--- src/rtl/vr_wiper_ctrl_pkg.sv ---
// Shared definitions for the vr wiper sequencer and the vr stepper.
//   - pot address codes (R/G/B gain, then R/G/B ref)
//   - step direction codes
//   - sequencer FSM state encoding
//   - round-robin channel advance helper
package vr_wiper_ctrl_pkg;

   localparam int unsigned ADDR_W = 3;

   localparam logic [ADDR_W-1:0] CH_R_GAIN = 3'd0;
   localparam logic [ADDR_W-1:0] CH_G_GAIN = 3'd1;
   localparam logic [ADDR_W-1:0] CH_B_GAIN = 3'd2;
   localparam logic [ADDR_W-1:0] CH_R_REF  = 3'd3;
   localparam logic [ADDR_W-1:0] CH_G_REF  = 3'd4;
   localparam logic [ADDR_W-1:0] CH_B_REF  = 3'd5;

   localparam logic UD_UP = 1'b1;
   localparam logic UD_DN = 1'b0;

   // One step handshake is shared by calibration and tracking; cal_done
   // tells the two phases apart.
   typedef enum logic [2:0] {
      StIssue,
      StWaitLo,
      StWaitHi,
      StGap,
      StScan
   } state_e;

   function automatic logic [ADDR_W-1:0] next_ch(input logic [ADDR_W-1:0] ch,
                                                 input logic [ADDR_W-1:0] last);
      return (ch == last) ? '0 : ch + 1'b1;
   endfunction

endpackage

--- src/rtl/vr_wiper_ctrl_if.sv ---
// Step-request link between the wiper sequencer and the vr stepper.
//   vr_start : one-cycle step request (sequencer -> vr)
//   vr_ud    : step direction, 1 = up (sequencer -> vr)
//   vr_addr  : pot select, stable for the whole step (sequencer -> vr)
//   vr_ready : vr idle indication, registered (vr -> sequencer)
interface vr_wiper_ctrl_if;
   import vr_wiper_ctrl_pkg::*;

   logic              vr_start;
   logic              vr_ud;
   logic [ADDR_W-1:0] vr_addr;
   logic              vr_ready;

   modport master (
      output vr_start,
      output vr_ud,
      output vr_addr,
      input  vr_ready
   );

   modport slave (
      input  vr_start,
      input  vr_ud,
      input  vr_addr,
      output vr_ready
   );

endinterface

--- src/rtl/vr_wiper_ctrl.sv ---
// Wiper sequencer for the vr digital-potentiometer stepper.
// Holds a target tap per pot and the believed wiper position, and issues
// single-step requests to vr until every wiper matches its target. After
// reset every wiper is driven fully down so positions are known without
// readback.
// Ports:
//   clk, reset         : system clock, synchronous active-high reset
//   wr_en/addr/data    : one-cycle target write; addr >= NUM_CH is ignored
//   vr (master)        : step request link to vr
//   cal_done           : calibration of all channels finished
//   busy               : calibrating, stepping, or any position off target
//   settled[i]         : cal_done and pos[i] == target[i]
module vr_wiper_ctrl
   import vr_wiper_ctrl_pkg::*;
#(
   parameter int unsigned TAPS_W   = 5,
   parameter int unsigned NUM_CH   = 6,
   parameter int unsigned STEP_GAP = 0
) (
   input  logic              clk,
   input  logic              reset,
   input  logic              wr_en,
   input  logic [ADDR_W-1:0] wr_addr,
   input  logic [TAPS_W-1:0] wr_data,
   vr_wiper_ctrl_if.master   vr,
   output logic              cal_done,
   output logic              busy,
   output logic [NUM_CH-1:0] settled
);

   localparam logic [ADDR_W:0]   NumChW  = (ADDR_W + 1)'(NUM_CH);
   localparam logic [ADDR_W-1:0] LastCh  = ADDR_W'(NUM_CH - 1);
   localparam logic [TAPS_W:0]   CalLast = (TAPS_W + 1)'(2 ** TAPS_W - 1);
   localparam int unsigned       GapW    = (STEP_GAP > 1) ? $clog2(STEP_GAP) : 1;
   localparam logic [GapW-1:0]   GapLast = GapW'((STEP_GAP > 0) ? STEP_GAP - 1 : 0);

   state_e              state_q, state_d;
   logic [TAPS_W-1:0]   target_q [NUM_CH];
   logic [TAPS_W-1:0]   target_d [NUM_CH];
   logic [TAPS_W-1:0]   pos_q    [NUM_CH];
   logic [TAPS_W-1:0]   pos_d    [NUM_CH];
   logic [ADDR_W-1:0]   scan_ptr_q, scan_ptr_d;
   logic [TAPS_W:0]     cal_cnt_q, cal_cnt_d;
   logic [GapW-1:0]     gap_cnt_q, gap_cnt_d;
   logic [ADDR_W-1:0]   addr_q, addr_d;
   logic                ud_q, ud_d;
   logic                cal_done_q, cal_done_d;
   logic                start;
   logic [NUM_CH-1:0]   match;

   always_ff @(posedge clk) begin
      if (reset) begin
         state_q    <= StIssue;
         target_q   <= '{default: '0};
         pos_q      <= '{default: '0};
         scan_ptr_q <= '0;
         cal_cnt_q  <= '0;
         gap_cnt_q  <= '0;
         addr_q     <= '0;
         ud_q       <= UD_DN;
         cal_done_q <= 1'b0;
      end else begin
         state_q    <= state_d;
         target_q   <= target_d;
         pos_q      <= pos_d;
         scan_ptr_q <= scan_ptr_d;
         cal_cnt_q  <= cal_cnt_d;
         gap_cnt_q  <= gap_cnt_d;
         addr_q     <= addr_d;
         ud_q       <= ud_d;
         cal_done_q <= cal_done_d;
      end
   end

   always_comb begin
      state_e after_step;

      state_d    = state_q;
      target_d   = target_q;
      pos_d      = pos_q;
      scan_ptr_d = scan_ptr_q;
      cal_cnt_d  = cal_cnt_q;
      gap_cnt_d  = gap_cnt_q;
      addr_d     = addr_q;
      ud_d       = ud_q;
      cal_done_d = cal_done_q;
      start      = 1'b0;
      after_step = StScan;

      // Writes land in any state; a step in flight is not aborted.
      if (wr_en && ({1'b0, wr_addr} < NumChW)) begin
         target_d[wr_addr] = wr_data;
      end

      case (state_q)
         StScan: begin
            if (pos_q[scan_ptr_q] != target_q[scan_ptr_q]) begin
               addr_d  = scan_ptr_q;
               ud_d    = (target_q[scan_ptr_q] > pos_q[scan_ptr_q]) ? UD_UP : UD_DN;
               state_d = StIssue;
            end else begin
               scan_ptr_d = next_ch(scan_ptr_q, LastCh);
            end
         end

         StIssue: begin
            if (vr.vr_ready) begin
               start   = 1'b1;
               state_d = StWaitLo;
            end
         end

         StWaitLo: begin
            if (!vr.vr_ready) begin
               state_d = StWaitHi;
            end
         end

         StWaitHi: begin
            if (vr.vr_ready) begin
               if (!cal_done_q) begin
                  after_step = StIssue;
                  if (cal_cnt_q == CalLast) begin
                     cal_cnt_d = '0;
                     if (addr_q == LastCh) begin
                        cal_done_d = 1'b1;
                        pos_d      = '{default: '0};
                        after_step = StScan;
                     end else begin
                        addr_d = addr_q + 1'b1;
                     end
                  end else begin
                     cal_cnt_d = cal_cnt_q + 1'b1;
                  end
               end else begin
                  // Saturate so a stale direction can never wrap the position.
                  if (ud_q == UD_UP) begin
                     if (pos_q[addr_q] != '1) pos_d[addr_q] = pos_q[addr_q] + 1'b1;
                  end else begin
                     if (pos_q[addr_q] != '0) pos_d[addr_q] = pos_q[addr_q] - 1'b1;
                  end
                  scan_ptr_d = next_ch(scan_ptr_q, LastCh);
               end

               if (STEP_GAP == 0) begin
                  state_d = after_step;
               end else begin
                  gap_cnt_d = '0;
                  state_d   = StGap;
               end
            end
         end

         StGap: begin
            if (gap_cnt_q == GapLast) begin
               state_d = cal_done_q ? StScan : StIssue;
            end else begin
               gap_cnt_d = gap_cnt_q + 1'b1;
            end
         end

         default: state_d = StIssue;
      endcase
   end

   always_comb begin
      match = '0;
      for (int i = 0; i < int'(NUM_CH); i++) begin
         match[i] = (pos_q[i] == target_q[i]);
      end
   end

   assign vr.vr_start = start;
   assign vr.vr_ud    = ud_q;
   assign vr.vr_addr  = addr_q;
   assign cal_done    = cal_done_q;
   assign settled     = cal_done_q ? match : '0;
   assign busy        = !cal_done_q || (state_q != StScan) || !(&match);

endmodule
--- src/flat_wrapper.sv ---
// flat-port wrapper written by rule: the top's interface ports become plain ports
module vr_wiper_ctrl_flat import vr_wiper_ctrl_pkg::*;
#(
   parameter int unsigned TAPS_W   = 5,
   parameter int unsigned NUM_CH   = 6,
   parameter int unsigned STEP_GAP = 0
)
  (clk, reset, wr_en, wr_addr, wr_data, cal_done, busy, settled, vr_vr_start, vr_vr_ud, vr_vr_addr, vr_vr_ready);
  vr_wiper_ctrl_if vr_i ();
  input  logic clk;
  input  logic reset;
  input  logic wr_en;
  input  logic [ADDR_W-1:0] wr_addr;
  input  logic [TAPS_W-1:0] wr_data;
  output logic cal_done;
  output logic busy;
  output logic [NUM_CH-1:0] settled;
  output wire logic [$bits(vr_i.vr_start)-1:0] vr_vr_start;
  output wire logic [$bits(vr_i.vr_ud)-1:0] vr_vr_ud;
  output wire logic [$bits(vr_i.vr_addr)-1:0] vr_vr_addr;
  input wire logic [$bits(vr_i.vr_ready)-1:0] vr_vr_ready;
  assign vr_vr_start = vr_i.vr_start;
  assign vr_vr_ud = vr_i.vr_ud;
  assign vr_vr_addr = vr_i.vr_addr;
  assign vr_i.vr_ready = vr_vr_ready;
  vr_wiper_ctrl #(.TAPS_W(TAPS_W), .NUM_CH(NUM_CH), .STEP_GAP(STEP_GAP)) u_core (.clk(clk), .reset(reset), .wr_en(wr_en), .wr_addr(wr_addr), .wr_data(wr_data), .vr(vr_i), .cal_done(cal_done), .busy(busy), .settled(settled));
endmodule
--- config.mk ---
export PLATFORM = sky130hd
export DESIGN_NAME = vr_wiper_ctrl_flat
export DESIGN_NICKNAME = d
export VERILOG_FILES = /design/src/rtl/vr_wiper_ctrl_pkg.sv /design/src/rtl/vr_wiper_ctrl_if.sv /design/src/rtl/vr_wiper_ctrl.sv /design/src/flat_wrapper.sv
export SDC_FILE = /design/constraint.sdc
export NUM_CORES = 1
export LEC_CHECK = 0
export BUFFER_PORTS_ARGS = -buffer_cell sky130_fd_sc_hd__buf_2
export CAP_MARGIN = 20
export CORE_ASPECT_RATIO = 0.7
export CORE_MARGIN = 10
export CORE_UTILIZATION = 50
export DETAILED_ROUTE_END_ITERATION = 16
export GPL_ROUTABILITY_DRIVEN = 0
export PLACE_DENSITY = 0.67
export SLEW_MARGIN = 20
export SYNTH_ARGS = -nofsm -noshare
export SYNTH_HDL_FRONTEND = slang
export SYNTH_SLANG_ARGS = --single-unit
--- constraint.sdc ---
create_clock -name clk -period 5.15 [get_ports clk]
set_input_delay 1.03 -clock clk [delete_from_list [all_inputs] [get_ports clk]]
set_output_delay 1.03 -clock clk [all_outputs]
set_load 0.01 [all_outputs]
# == Word-level counts from Yosys, hierarchy flattened ==
# Index checks and enable logic that the tools add are counted.
# op_classes
add_sub_neg,6
n_lt_le_gt_ge,7
eq_ne,28
mux,52
bitwise,4
reduce_logical,20
# op_table
op,count
30-bit 2-to-1 mux,6
30-bit bitwise mux,3
3-bit 2-to-1 mux,18
5-bit binary-select mux with 3-bit select,3
5-bit 2-to-1 mux,8
5-bit demux with 3-bit select,2
5-bit == test,6
6-bit AND reduction,3
3-bit one-hot mux with 5 select lines,1
"2-bit inequality test, second input constant",7
"4-bit greater-or-equal comparator, second input constant",3
6-bit 2-to-1 mux,2
3-bit NOT with 4-bit output,3
3-bit one-hot mux with 2 select lines,2
"3-bit == test, second input constant",3
"4-bit by 1-bit < comparator with 1-bit output, second input constant",2
1-bit 2-to-1 mux,7
"3-bit by 1-bit adder with 3-bit output, second input constant",2
"6-bit by 1-bit adder with 6-bit output, second input constant",1
"3-bit by 2-bit == test with 1-bit output, second input constant",2
"6-bit by 5-bit == test with 1-bit output, second input constant",1
"2-bit by 1-bit inequality test with 1-bit output, second input constant",3
"3-bit inequality test, second input constant",2
2-bit nonzero test,3
other kinds (19),24
# totals
ff_bits,78
in_bits,12
output_inout_bits,13
wordCells,136

# == Depth between registers and ports, before layout ==
# Gate-level depths: netlist (run 1).
# logic_depth
word_depth,9
depth_mapped,16
mapped_depth_nobuf,13

# == Worst setup path after synthesis (run 1) ==
# OpenSTA, ideal clock, no wires.
# synth_timing
path_kind,register to register
from,register u_core.addr_q[0] (netlist: u_core.vr.vr_addr[0])
to,register u_core.pos_q[18] (netlist bit)
setup_ns,0.116
arrival_ns,2.882
required_time_ns,5.034
path_slack_ns,2.152
stages_incl_launch_ff,17
path_buffers,3
synth_period_minus_slack_ns,2.998
path_cell_list,dfxtp_1 buf_6 buf_2 mux2i_1 a22oi_1 nand2_1 inv_1 ha_1 nor3b_1 ha_1 nand3_1 o2111ai_1 a41o_2 buf_6 a21oi_1 nor3b_1 a31o_1
# synth_via
elab_chain_cells,9
word_cells_on_any_way,24
classes_between,2 x add/sub; 2 x order compare; 4 x eq/ne; 11 x mux; 1 x bitwise; 4 x reduce/logical
# synth_rtl
element,line_no,rtl
"start, declared",vr_wiper_ctrl.sv:45,"logic [ADDR_W-1:0] addr_q, addr_d;"
"start signal, assigned",vr_wiper_ctrl.sv:69,addr_q <= addr_d;
3-bit NOT with 4-bit output (not written as such),"vr_wiper_ctrl.sv:138, vr_wiper_ctrl.sv:140",
5-bit binary-select mux with 3-bit select (tied with other cells),"vr_wiper_ctrl.sv:138, vr_wiper_ctrl.sv:140",
5-bit 2-to-1 mux (not written as such) or 1-bit logical AND (tied branches),"vr_wiper_ctrl.sv:138, vr_wiper_ctrl.sv:140",
5-bit 2-to-1 mux (not written as such),"vr_wiper_ctrl.sv:138, vr_wiper_ctrl.sv:140",
5-bit by 1-bit subtractor with 5-bit output (tied with other cells),vr_wiper_ctrl.sv:140,if (pos_q[addr_q] != '0) pos_d[addr_q] = pos_q[addr_q] - 1'b1;
30-bit bitwise mux (on tied branches),"vr_wiper_ctrl.sv:140, vr_wiper_ctrl.sv:138",
30-bit 2-to-1 mux (on tied branches),"vr_wiper_ctrl.sv:140, vr_wiper_ctrl.sv:138",
30-bit 2-to-1 mux,vr_wiper_ctrl.sv:137,if (ud_q == UD_UP) begin
30-bit 2-to-1 mux,vr_wiper_ctrl.sv:121,if (!cal_done_q) begin
"end signal, assigned",vr_wiper_ctrl.sv:65,pos_q <= pos_d;
"end, declared",vr_wiper_ctrl.sv:40,logic [TAPS_W-1:0] pos_q [NUM_CH];
# Several ways; a longest one is shown, not always the timed one. The select of a mux whose other input is x is not followed.
# A chain may end at the register's enable or synchronous reset.

# == Final worst setup path (run 1) ==
# layout_timing
from,register u_core.addr_q[0] (netlist: u_core.vr.vr_addr[0])
to,register u_core.pos_q[13] (netlist bit)
# Same word-level chain as after synthesis.

==> impl_metrics.yaml, run 1 <==
outcome:
  status: "complete, no violations"
clocking:
  post_cts_buffers: 0
  clk_latency_ns: 0.34
  clkTransAtPathRegs_ns: 0.06
  htree_levels: 3
  postCtsResizedCells: 0
  ctsHoldBuffers: 0
  clock_sinks: 77
  clock_path_buffers: 2
  root_buffer: "clkbuf_16"
  numCtsBuffers: 9
  cts_tree: "yes"
worst_setup_path:
  max_stage_delay_ns: 0.65
  ff2ff_setup_slack_ns: 1.46
  cp_cell_sequence: "buf_8 -> mux2_1 -> a222oi_1 -> nor3b_1 -> ha_1 -> nand3_1 -> o2111ai_1 -> a41oi_2 -> nand2_1 -> and3_1 -> a31o_2"
  cp_num_buf_inv: 1
  endpoint: "u_core.pos_q[13]"
  worstSetupEndpointType: "flop"
  r2r-start: "u_core.vr.vr_addr[0]"
  crit_path_top_delay_cell: "a41oi_2"
  worstPathMaxFanout: 22
  critPathArrivalTime_ns: 3.93
  r2r-end: "u_core.pos_q[13]"
  crit_cells: 11
  reg2reg_depth: 11
  crit_family: "compound AO/OA/AOI/OAI gates"
  cp-start-kind: "flop"
  crit_start: "u_core.vr.vr_addr[0]"
  path_class: "reg2reg"
  worstPathRequired_ns: 5.39
logic_synthesis:
  synth_cell_types: 55
  synth_seq_cells: 77
  synth_area_per_cell_um2: 8.67
  synth-edff-count: 0
  synth_cells: 533
  synth_area_leaders: "dfxtp_1, mux2i_1, nor2_1, mux4_2, xnor2_1"
  synth_top_area_frac: 0.334
  synth_flop_cell: "dfxtp_1"
  async_flop_share: 0
  synth.cell_area_um2: 4620
  ys.warnings.count: 0
  synth-seq-area-share: 0.334
  syn_nets: 556
  post-synth-top-area-cell: "dfxtp_1"
routing:
  dr.pass1.iters: 5
  postRouteAntennaNets: 0
  routed_wl_mm: 13.5
  wl_per_cell_um: 20.3
  vias_per_cell: 6.16
  drc: 0
  vias: 4101
  drt-initial-drc-count: 383
sta:
  fin_crit_ns: 3.69
  fin_skew_ns: 0.00487
  slew_headroom: 0.295
  rsz0062_at_grt: "no"
  whs_ns: 0.496
  fmax_mhz: 271
  hold_viol: 0
  drv_slew: 0
  period_share: 0.717
  finalSetupTns_ns: 0
  setup_viol: 0
  worst_pin_slew_ns: 1.05
die:
  dieArea_um2: 13600
  num_rows: 29
  die_h_um: 100
  core_um2: 9030
  start_util: 0.512
  pin_count: 25
  die_w_um: 135
global_routing:
  grt.total_usage: 0.201
  grt_pass1_vias: 3854
  grt_max_degree: 47
  overflow: 0
  antenna_found_initial: 0
  grt_pass1_wl_mm: 21.4
place:
  io_buffers: 24
  post-dp-hpwl_mm: 9.83
power:
  totalPowerFinal_w: 0.00141
  ir_drop_mv: 0.237
  power_density_nw_per_um2: 275
  p_leak_nw: 1.94
layout:
  synthToLayoutAreaGrowth_pct: 11.0
  final_cell_mix: "dfxtp_1, nor2_1, mux2i_1"
  mostFrequentLayoutCell: "dfxtp_1"
  utilization: 0.568
  drive_gt1_frac: 0.124
  final_nets: 560
  num_antenna_cells: 0
run:
  max_cap_violations: 0
min_path:
  hp-class: "reg2reg"
-- logic make-up after synthesis --
family / after synthesis / synth area share
buffers and inverters: 44 / 0.0422
XOR/XNOR: 40 / 0.0758
AO/OA/AOI/OAI: 90 / 0.130
multiplexers: 67 / 0.177
adder cells (fa/ha/maj): 11 / 0.0298
flip-flops: 77 / 0.334
AND/OR/NAND/NOR: 204 / 0.212
-- routing by layer --
| metal | wire, µm | GRT usage | part of all wire | vias up |
|---|---|---|---|---|
| li1 | - | - | - | 1922 |
| met2 | 5760 | 0.289 | 0.43 | 198 |
| met5 | 0 | 0 | 0 | - |
| met4 | 244 | 0.0634 | 0.018 | 0 |
| met3 | 1470 | 0.0644 | 0.11 | 29 |
| met1 | 6010 | 0.279 | 0.45 | 1952 |
-- where the power goes --
group,switching [W],total [W],internal (W)
registers,0.00000710,0.000609,0.000602
logic,0.0000390,0.0000614,0.0000223
clock network,0.000265,0.000741,0.000476
-- worst min-delay path, delay by kind of cell (launching register included) --
| family | cells | cell delay [ns] |
|---|---|---|
| compound gates | 2 | 0.13 |
| flops | 1 | 0.32 |
-- state kept, by name, indices dropped and copies added, names as in the netlist --
name	cells
u_core.scan_ptr_q	3
u_core.cal_done	1
u_core.pos_q	30
u_core.state_q	3
u_core.vr.vr_ud	1
u_core.vr.vr_addr	3
u_core.cal_cnt_q	6
u_core.target_q	30
-- area by class of cell --
type	instances	area [µm²]
clock inverters	7	124
clock buffers	9	225
well taps	124	155
multi-input cells	412	2890
flip-flops and latches	77	1540
fillers	800	3900
inverters	8	30.0
repair buffers	29	165
-- stage by stage --
step                      instance area (µm²)  std cells  worst slack [ns]
after floorplan                          4620        533              2.15
after global placement                   4760        649              1.43
after detailed placement                 4760        649              1.23
after CTS                                5110        665              1.21
after global routing                     5130        666              1.18
final                                    5130        666              1.46
-- worst min path at each step --
| stage | start | to | slack, ns | cells past startpoint |
|---|---|---|---|---|
| after floorplan | u_core.cal_cnt_q[1] | u_core.cal_cnt_q[1] | 0.47 | 2 |
| after global placement | u_core.cal_cnt_q[1] | u_core.cal_cnt_q[1] | 0.48 | 2 |
| after detailed placement | u_core.cal_cnt_q[5] | u_core.cal_cnt_q[5] | 0.49 | 2 |
| after CTS | u_core.cal_cnt_q[1] | u_core.cal_cnt_q[1] | 0.50 | 2 |
| after global routing | u_core.cal_cnt_q[1] | u_core.cal_cnt_q[1] | 0.53 | 2 |
| final | u_core.cal_cnt_q[1] | u_core.cal_cnt_q[1] | 0.50 | 2 |
-- cell usage after synthesis (2+ instances only) --
master / instances
inv_1: 8
ha_1: 11
o21a_1: 5
and3_1: 4
xor2_1: 19
nand4_1: 5
nor3b_1: 6
mux4_2: 11
a21oi_1: 22
mux2_2: 2
a31o_2: 2
nand2b_1: 10
a32oi_1: 4
clkbuf_1: 24
nand4b_1: 3
nand3_1: 30
o32ai_1: 2
o31ai_1: 3
or3_1: 2
and2_1: 7
nor4_1: 3
buf_6: 3
dfxtp_1: 77
nor3_1: 16
nor2b_1: 6
nand2_1: 39
a22oi_1: 6
buf_1: 5
mux2i_1: 52
nor2_1: 67
nand3b_1: 2
buf_2: 3
xnor2_1: 21
a41o_1: 3
o21ai_0: 20
a31oi_1: 11
Note: power is estimated with default switching activity, not from simulation.
==> run 2: changes to the inputs <==
--- a/config.mk
+++ b/config.mk
@@ -12,7 +12,7 @@
 export CORE_UTILIZATION = 50
 export DETAILED_ROUTE_END_ITERATION = 16
 export GPL_ROUTABILITY_DRIVEN = 0
-export PLACE_DENSITY = 0.67
+export PLACE_DENSITY = 0.7
 export SLEW_MARGIN = 20
 export SYNTH_ARGS = -nofsm -noshare
 export SYNTH_HDL_FRONTEND = slang
==> constraint.sdc (replaced) <==
create_clock -name clk -period 3.1 [get_ports clk]
set_input_delay 0.62 -clock clk [delete_from_list [all_inputs] [get_ports clk]]
set_output_delay 0.62 -clock clk [all_outputs]
set_load 0.01 [all_outputs]
==> run 2 against run 1 <==
Effect of this change:
- clock-buffer cell count stayed put
- global-route usage increased by 0.21 points
- sequential cell count unchanged
==> impl_metrics.yaml, run 2 (synthesis results as in run 1) <==
outcome:
  status: "complete, no violations"
clocking:
  root_buffer: "clkbuf_16"
  htree_levels: 3
  clk_latency_ns: 0.34
  ctsHoldBuffers: 0
  clkTransAtPathRegs_ns: 0.06
  clock_path_buffers: 2
  clock_sinks: 77
  numCtsBuffers: 9
  cts_tree: "yes"
sta:
  slew_headroom: 0.490
  setup_viol: 0
  fin_skew_ns: 0.00389
  drv_slew: 0
  fin_crit_ns: 2.92
  rsz0062_at_grt: "no"
  period_share: 0.943
  hold_viol: 0
  fmax_mhz: 342
  worst_pin_slew_ns: 0.765
  finalSetupTns_ns: 0
global_routing:
  antenna_found_initial: 1
  grt_max_degree: 71
  grt_pass1_wl_mm: 22.0
  grt.total_usage: 0.203
  grt_pass1_vias: 3995
  overflow: 0
place:
  dp.cells: 670
  post-dp-hpwl_mm: 10.0
  io_buffers: 24
routing:
  postRouteAntennaNets: 0
  wl_per_cell_um: 20.1
  vias_per_cell: 6.26
  dr.pass1.iters: 6
  vias: 4306
  routed_wl_mm: 13.8
  drc: 0
  drt-initial-drc-count: 638
power:
  p_leak_nw: 2.03
  ir_drop_mv: 0.300
  power_density_nw_per_um2: 426
  net-switching-power_w: 0.000512
  switching_share: 0.227
  p_int_w: 0.00174
  power_frac_seq: 0.449
  clkPwrFrac: 0.504
  pwr-share-comb: 0.047
die:
  start_util: 0.512
  num_rows: 29
  die_h_um: 100
  die_w_um: 135
  core_um2: 9030
  pin_count: 25
  dieArea_um2: 13600
worst_setup_path:
  path_class: "reg2reg"
  worstPathRequired_ns: 3.33
  worstPathMaxFanout: 19
  cp-start-kind: "flop"
  critPathArrivalTime_ns: 3.16
  worstSetupEndpointType: "flop"
layout:
  drive_gt1_frac: 0.158
  final_nets: 581
  synthToLayoutAreaGrowth_pct: 14.4
  mostFrequentLayoutCell: "dfxtp_1"
  biggestRegsByFlops: "u_core.pos_q x30, u_core.target_q x30, u_core.cal_cnt_q x6"
  fin_cells: 688
  final_cell_mix: "dfxtp_1, nor2_1, mux2i_1"
min_path:
  hp-class: "reg2reg"
run:
  max_cap_violations: 0
## run 2: changes by cell type in the layout (fill, tap and decap cells not counted), sizes merged
cell | before | now
diode | 0 | 1
clkinvlp | 1 | 2
buf | 29 | 50
bufinv | 3 | 2
## run 2: power by group through the flow
| stage | logic (W) | registers [W] | clock network [W] |
|---|---|---|---|
| after floorplan | 0.0000696 | 0.00103 | 0 |
| after global placement | 0.0000985 | 0.00103 | 0 |
| after detailed placement | 0.000101 | 0.00103 | 0 |
| after CTS | 0.000102 | 0.00101 | 0.00113 |
| after global routing | 0.000115 | 0.00101 | 0.00118 |
| final | 0.000105 | 0.00101 | 0.00113 |
## run 2: what timing repair did
| item | 4_1_cts | 5_1_grt |
|---|---|---|
| endpoints found under the setup margin | 0 | 30 |
| setup buffers | 0 | 1 |
| resized for setup | 0 | 4 |
## run 2: worst max-delay path, stage by stage, from the launching register on
cell and delay (ns):
dfxtp_2 0.39, buf_12 0.17, mux2_4 0.31, a222oi_1 0.41, nor3b_1 0.12, ha_1 0.21
nand3_1 0.08, o2111ai_1 0.18, a41oi_2 0.23, buf_4 0.19, nor2_1 0.09, o21a_1 0.23
a41o_1 0.19
## run 2: final cells by class
cell class | count | area [µm²]
Tap cell | 124 | 155
Clock buffer | 9 | 225
Clock inverter | 7 | 90.1
Multi-Input combinational cell | 412 | 2900
Inverter | 8 | 30.0
Antenna cell | 1 | 2.50
Timing Repair Buffer | 50 | 340
Fill cell | 807 | 3750
Sequential cell | 77 | 1540
## run 2: final timing paths
path | end | cells after the start | slack (ns) | start
setup / recovery | u_core.pos_q[8] | 12 | 0.18 | u_core.vr.vr_addr[0]
hold reg to reg | u_core.cal_cnt_q[1] | 2 | 0.50 | u_core.cal_cnt_q[1]
hold / removal | u_core.cal_cnt_q[1] | 2 | 0.50 | u_core.cal_cnt_q[1]
setup reg to reg | u_core.pos_q[8] | 12 | 0.18 | u_core.vr.vr_addr[0]
## run 2: metrics by stage
stage | utilization | cell area [µm²] | hold WS, ns | setup slack (ns) | total power (W)
after floorplan | - | 4620 | 0.466 | 0.102 | 0.00110
after global placement | 0.547 | 4940 | 0.482 | 0.195 | 0.00113
after detailed placement | 0.547 | 4940 | 0.492 | 0.0865 | 0.00113
after CTS | 0.582 | 5260 | 0.501 | 0.0495 | 0.00225
after global routing | 0.585 | 5290 | 0.536 | 0.0201 | 0.00230
final | 0.585 | 5290 | 0.501 | 0.178 | 0.00225
## run 2: layer usage
metal	vias up	track usage	routed length, µm
met3	23	0.0574	1640
met1	2067	0.292	6250
met4	0	0.0617	219
met2	244	0.286	5690
met5	-	0	0
li1	1972	-	-
